`config.mk`:
```
export PLATFORM = sky130hd
export DESIGN_NAME = btn_conditioner
export DESIGN_NICKNAME = d
export VERILOG_FILES = /design/src/rtl/btn_pkg.sv /design/src/rtl/btn_channel.sv /design/src/rtl/btn_conditioner.sv
export SDC_FILE = /design/constraint.sdc
export NUM_CORES = 1
export LEC_CHECK = 0
export BUFFER_PORTS_ARGS = -buffer_cell sky130_fd_sc_hd__buf_2
export CELL_PAD_IN_SITES_DETAIL_PLACEMENT = 0
export CELL_PAD_IN_SITES_GLOBAL_PLACEMENT = 1
export CORE_ASPECT_RATIO = 1.1
export CORE_UTILIZATION = 45
export CTS_CLUSTER_SIZE = 14
export DETAILED_ROUTE_END_ITERATION = 10
export PLACE_DENSITY = 0.83
export REMOVE_ABC_BUFFERS = 1
export SKIP_LAST_GASP = 1
export SLEW_MARGIN = 20
export SYNTH_ARGS = -nofsm -noshare
export SYNTH_HDL_FRONTEND = slang
export SYNTH_SLANG_ARGS = --single-unit
```
`constraint.sdc`:
```
create_clock -name pclk -period 2.4 [get_ports pclk]
set_input_delay 0.36 -clock pclk [delete_from_list [all_inputs] [get_ports pclk]]
set_output_delay 0.36 -clock pclk [all_outputs]
set_load 0.02 [all_outputs]
```
`src/rtl/btn_pkg.sv`:
```
// Shared types and default timing for the push-button conditioner.
package btn_pkg;

  typedef enum logic [1:0] {
    IDLE,
    PRESS_WAIT,
    HELD,
    RELEASE_WAIT
  } btn_state_t;

  localparam int unsigned DEF_N_BTN           = 4;
  localparam int unsigned DEF_DEBOUNCE_CYCLES = 250000;
  localparam int unsigned DEF_REPEAT_DELAY    = 12500000;
  localparam int unsigned DEF_REPEAT_PERIOD   = 2500000;

endpackage

```
`src/rtl/btn_channel.sv`:
```
// One button: 2-flop synchroniser, debounce FSM, optional auto-repeat.
// Auto-repeat counter is built only when BTN_AUTOREPEAT_EN is defined.
module btn_channel
  import btn_pkg::*;
#(
  parameter int unsigned DEBOUNCE_CYCLES = DEF_DEBOUNCE_CYCLES
`ifdef BTN_AUTOREPEAT_EN
  , parameter int unsigned REPEAT_DELAY  = DEF_REPEAT_DELAY,
  parameter int unsigned REPEAT_PERIOD   = DEF_REPEAT_PERIOD
`endif
) (
  input  logic pclk,
  input  logic reset,
  input  logic raw,
  output logic level,
  output logic press_pulse,
  output logic release_pulse
);

  localparam int unsigned CNT_W = $clog2(DEBOUNCE_CYCLES) + 1;
  localparam logic [CNT_W-1:0] CNT_LAST = CNT_W'(DEBOUNCE_CYCLES - 1);

`ifdef BTN_AUTOREPEAT_EN
  localparam int unsigned RPT_W = $clog2(REPEAT_DELAY) + 1;
  localparam logic [RPT_W-1:0] RPT_LAST   = RPT_W'(REPEAT_DELAY - 1);
  localparam logic [RPT_W-1:0] RPT_RELOAD = RPT_W'(REPEAT_DELAY - REPEAT_PERIOD);

  logic [RPT_W-1:0] rpt;
`endif

  btn_state_t       state;
  logic [1:0]       sync_ff;
  logic [CNT_W-1:0] cnt;
  logic             sync;

  assign sync = sync_ff[1];

  always_ff @(posedge pclk) begin
    if (reset) begin
      sync_ff       <= '0;
      state         <= IDLE;
      cnt           <= '0;
      level         <= 1'b0;
      press_pulse   <= 1'b0;
      release_pulse <= 1'b0;
`ifdef BTN_AUTOREPEAT_EN
      rpt           <= '0;
`endif
    end else begin
      sync_ff       <= {sync_ff[0], raw};
      press_pulse   <= 1'b0;
      release_pulse <= 1'b0;

      case (state)
        IDLE: begin
          if (sync) begin
            state <= PRESS_WAIT;
            cnt   <= '0;
          end
        end

        PRESS_WAIT: begin
          if (!sync) begin
            state <= IDLE;
          end else if (cnt == CNT_LAST) begin
            state       <= HELD;
            level       <= 1'b1;
            press_pulse <= 1'b1;
`ifdef BTN_AUTOREPEAT_EN
            rpt         <= '0;
`endif
          end else begin
            cnt <= cnt + 1'b1;
          end
        end

        HELD: begin
          if (!sync) begin
            state <= RELEASE_WAIT;
            cnt   <= '0;
          end else begin
`ifdef BTN_AUTOREPEAT_EN
            // Pulse on the edge rpt would reach REPEAT_DELAY; reload keeps the period exact.
            if (rpt == RPT_LAST) begin
              press_pulse <= 1'b1;
              rpt         <= RPT_RELOAD;
            end else begin
              rpt <= rpt + 1'b1;
            end
`endif
          end
        end

        RELEASE_WAIT: begin
          if (sync) begin
            state <= HELD;
          end else if (cnt == CNT_LAST) begin
            state         <= IDLE;
            level         <= 1'b0;
            release_pulse <= 1'b1;
          end else begin
            cnt <= cnt + 1'b1;
          end
        end

        default: state <= IDLE;
      endcase
    end
  end

endmodule

```
`src/rtl/btn_conditioner.sv`:
```
// Bank of independent button conditioners feeding the pong game logic.
// Define BTN_AUTOREPEAT_EN to build the auto-repeat press pulses.
module btn_conditioner
  import btn_pkg::*;
#(
  parameter int unsigned N_BTN           = DEF_N_BTN,
  parameter int unsigned DEBOUNCE_CYCLES = DEF_DEBOUNCE_CYCLES,
  parameter int unsigned REPEAT_DELAY    = DEF_REPEAT_DELAY,
  parameter int unsigned REPEAT_PERIOD   = DEF_REPEAT_PERIOD
) (
  input  logic             pclk,
  input  logic             reset,
  input  logic [N_BTN-1:0] btn_raw,
  output logic [N_BTN-1:0] btn_level,
  output logic [N_BTN-1:0] btn_press,
  output logic [N_BTN-1:0] btn_release
);

  if (DEBOUNCE_CYCLES < 1 || REPEAT_PERIOD < 1 || REPEAT_PERIOD > REPEAT_DELAY) begin : g_bad_cfg
    $error("btn_conditioner: invalid timing parameters");
  end

  for (genvar i = 0; i < N_BTN; i++) begin : g_ch
    btn_channel #(
      .DEBOUNCE_CYCLES(DEBOUNCE_CYCLES)
`ifdef BTN_AUTOREPEAT_EN
      , .REPEAT_DELAY (REPEAT_DELAY),
      .REPEAT_PERIOD  (REPEAT_PERIOD)
`endif
    ) u_ch (
      .pclk          (pclk),
      .reset         (reset),
      .raw           (btn_raw[i]),
      .level         (btn_level[i]),
      .press_pulse   (btn_press[i]),
      .release_pulse (btn_release[i])
    );
  end

endmodule

```
==> reports/metrics.cfg <==
[grt]
grt_antenna_before_repair = 0
grt_max_degree = 34
grt_overflow = 0
grt_pass1_wl_um = 16900
first_global_vias = 3718
grt_util_all_layers_pct = 18.7

[sta]
clock_skew_ns = 0.00677
setup_ws_ns = 0.248
slew_headroom_pct = 58.1
finalMaxSlewViolations = 0
hold_violations = 0
hold_ws_ns = 0.217
finalCritPeriodShare_pct = 89.7
fin_tns_setup_ns = 0
rsz0062_at_grt = false
worstMarginPinSlew_ns = 0.629
fmax_mhz = 465
fin_crit_ns = 2.15
setup_viol = 0

[synth]
ys.flop_type = dfxtp_1
ys_top_cells_by_area = dfxtp_1, nor2_1, xnor2_1, a21oi_1, xor2_1
ys_warn_count = 0
yosys.area.top_type_share_pct = 42.9
synth_area_um2 = 4850
async_reset_ff_share_pct = 0
avgSynthCellArea_um2 = 8.63
synth_cell_types = 59
netlist_instances = 562
synth-edff-count = 0
ys_ff_latch = 104
ys_seq_area_share_pct = 42.9
yosys.area.top_type = dfxtp_1

[finish]
area_growth_syn_to_layout_pct = 10.8
diodes = 0
nets = 583
drive_gt1_share_pct = 10.6
stdcell_area_um2 = 5370

[pwr]
p_per_area_nw_per_um2 = 641
leakage_nw = 1.84
total_power_mw = 3.45
irDropWorstVdd_uv = 323

[setup_path]
critPathSlowestCell = dfxtp_1
arrival_ns = 2.44
crit_path_start_kind = flip-flop
cp_cell_sequence = ha_1 -> nor4bb_1 -> nand4_1 -> or2_2 -> a21oi_1 -> a21o_1
r2r-start = g_ch[0].u_ch.cnt[0]
worstSetupEndpointType = flip-flop
crit_buf_inv = 0
cp_top_family = simple AND/OR/NAND/NOR gates
required_ns = 2.69
critical_path.max_stage_delay_ns = 0.40
crit_path_start = g_ch[0].u_ch.cnt[0]
crit_fanout = 6
crit_type = flip-flop to flip-flop

[route]
via_per_inst = 5.48
wl_per_cell_um = 13.7
first_pass_iters = 4
drc = 0
wl_um = 9850
drt_iter0_markers = 147
dr_total_vias = 3949
ant_nets = 0

[placement]
dpl_worst_slack_ns = 0.313
port-buffer-count = 17
dp_hpwl_um = 6960
place_congestion = 0.825
dpl_cell_area_um2 = 5050

[floorplan]
die_x_um = 101
ioPinCount = 18
dieArea_um2 = 11200
dieHeight_um = 111
rows = 39
start_util_pct = 46.5
core_um2 = 10400

[cts]
cts_setup_buffers = 0
cts_tree = built
htreeDepth = 3
cts_root_buf = clkbuf_16
clk_path_buf_depth = 2
cts-resized-gates = 0
clk_latency_ns = 0.34
numCtsBuffers = 9
cts_hold_buf = 0
cts_sinks = 104
clk_pin_slew_ns = 0.07

[flow_run]
cap_viol_max_count = 0

[hold_path]
min_path_type = primary input to flip-flop
holdCritStartpoint = btn_raw[0]

[outcome]
status = completed

==> stage by stage <==
stage,util [%],cells
2_1_floorplan,-,533
3_3_place_gp,48.3,705
3_5_place_dp,48.3,705
4_1_cts,51.5,721
5_1_grt,51.5,721
6_report,51.5,721
==> final timing paths <==
path	to	slack (ns)	depth (start not counted)
max	g_ch[0].u_ch.cnt[15]	0.25	6
max reg2reg	g_ch[0].u_ch.cnt[15]	0.25	6
min reg2reg	g_ch[1].u_ch.sync_ff[1]	0.43	1
min	g_ch[0].u_ch.sync_ff[0]	0.22	2
==> flip-flops by register name, summed over array words and instances (netlist names), named ones only <==
register,cells
g_ch.u_ch.cnt,76
g_ch.u_ch.sync_ff,8
g_ch.u_ch.level,4
g_ch.u_ch.press_pulse,4
g_ch.u_ch.release_pulse,4
g_ch.u_ch.state,4
==> layout by cell type, fill, tap and decap left out, types with 2 or more instances in the layout <==
master	count
a211o_1	3
a211oi_1	2
a21o_1	5
a21oi_1	37
a311oi_1	2
a31o_2	2
a31oi_1	3
and3_1	9
and4_1	7
and4b_1	2
buf_2	17
buf_4	12
clkbuf_16	9
clkbuf_8	4
clkinv_4	2
dfxtp_1	104
ha_1	4
inv_1	17
mux2i_1	7
nand2_1	31
nand2b_1	7
nand3_1	30
nand3b_1	2
nand4_1	22
nor2_1	63
nor2b_1	11
nor3_1	12
nor3b_1	3
nor4_1	10
nor4b_1	6
nor4bb_1	2
o211ai_1	3
o21ai_0	27
o31ai_1	3
or2_2	4
or3_1	19
or4_1	7
xnor2_1	26
xor2_1	21
==> layer usage <==
metal  GRT usage [%]  vias to the layer above  share of wire [%]
li1                -                     2019                  -
met1            23.4                     1856                 47
met2            31.4                       61                 48
met3            2.33                       13                2.8
met4            9.57                        0                2.3
met5               0                        -                  0
==> cells by family (layout without fill, tap and decap cells) <==
group           Yosys count  count (layout)  share of synthesized area, %
flops                   104             104                          42.9
compound gates           99              99                          12.6
fa+ha+maj                 4               4                          1.03
buf+inv                  46              62                          4.59
xor+xnor                 47              47                          8.49
mux                       7               7                          1.44
simple gates            255             255                          28.9
==> cell usage after synthesis (all sizes together) (2+ instances only) <==
cell type  number
dfxtp         104
nor2           64
a21oi          37
nand2          31
nand3          30
o21ai          27
xnor2          26
nand4          22
xor2           21
or3            19
inv            17
buf            15
clkbuf         14
nor3           12
nor4           12
nor2b          11
and3            9
or4             8
and4            7
mux2i           7
nand2b          7
nor4b           6
a21o            5
a31oi           4
ha              4
o31ai           4
or2             4
a211o           3
a211oi          3
a31o            3
nor3b           3
o211ai          3
a311oi          2
and2            2
and4b           2
nand3b          2
nor4bb          2
==> power breakdown <==
| group | internal, mW | switching [mW] | leakage, nW |
|---|---|---|---|
| clock network | 0.927 | 0.635 | 0.162 |
| logic | 0.0441 | 0.0789 | 0.834 |
| registers | 1.74 | 0.0175 | 0.840 |
| total | 2.71 | 0.731 | 1.84 |
==> final cells by class <==
class	instances	area, um2
sequential	104	2080
multi-input combinational	412	2550
inverter	17	63.8
timing repair buffer	29	175
fill	1021	5070
tap	143	179
clock buffer	13	280
clock inverter	3	47.5
(Power assumes the default switching activity.)
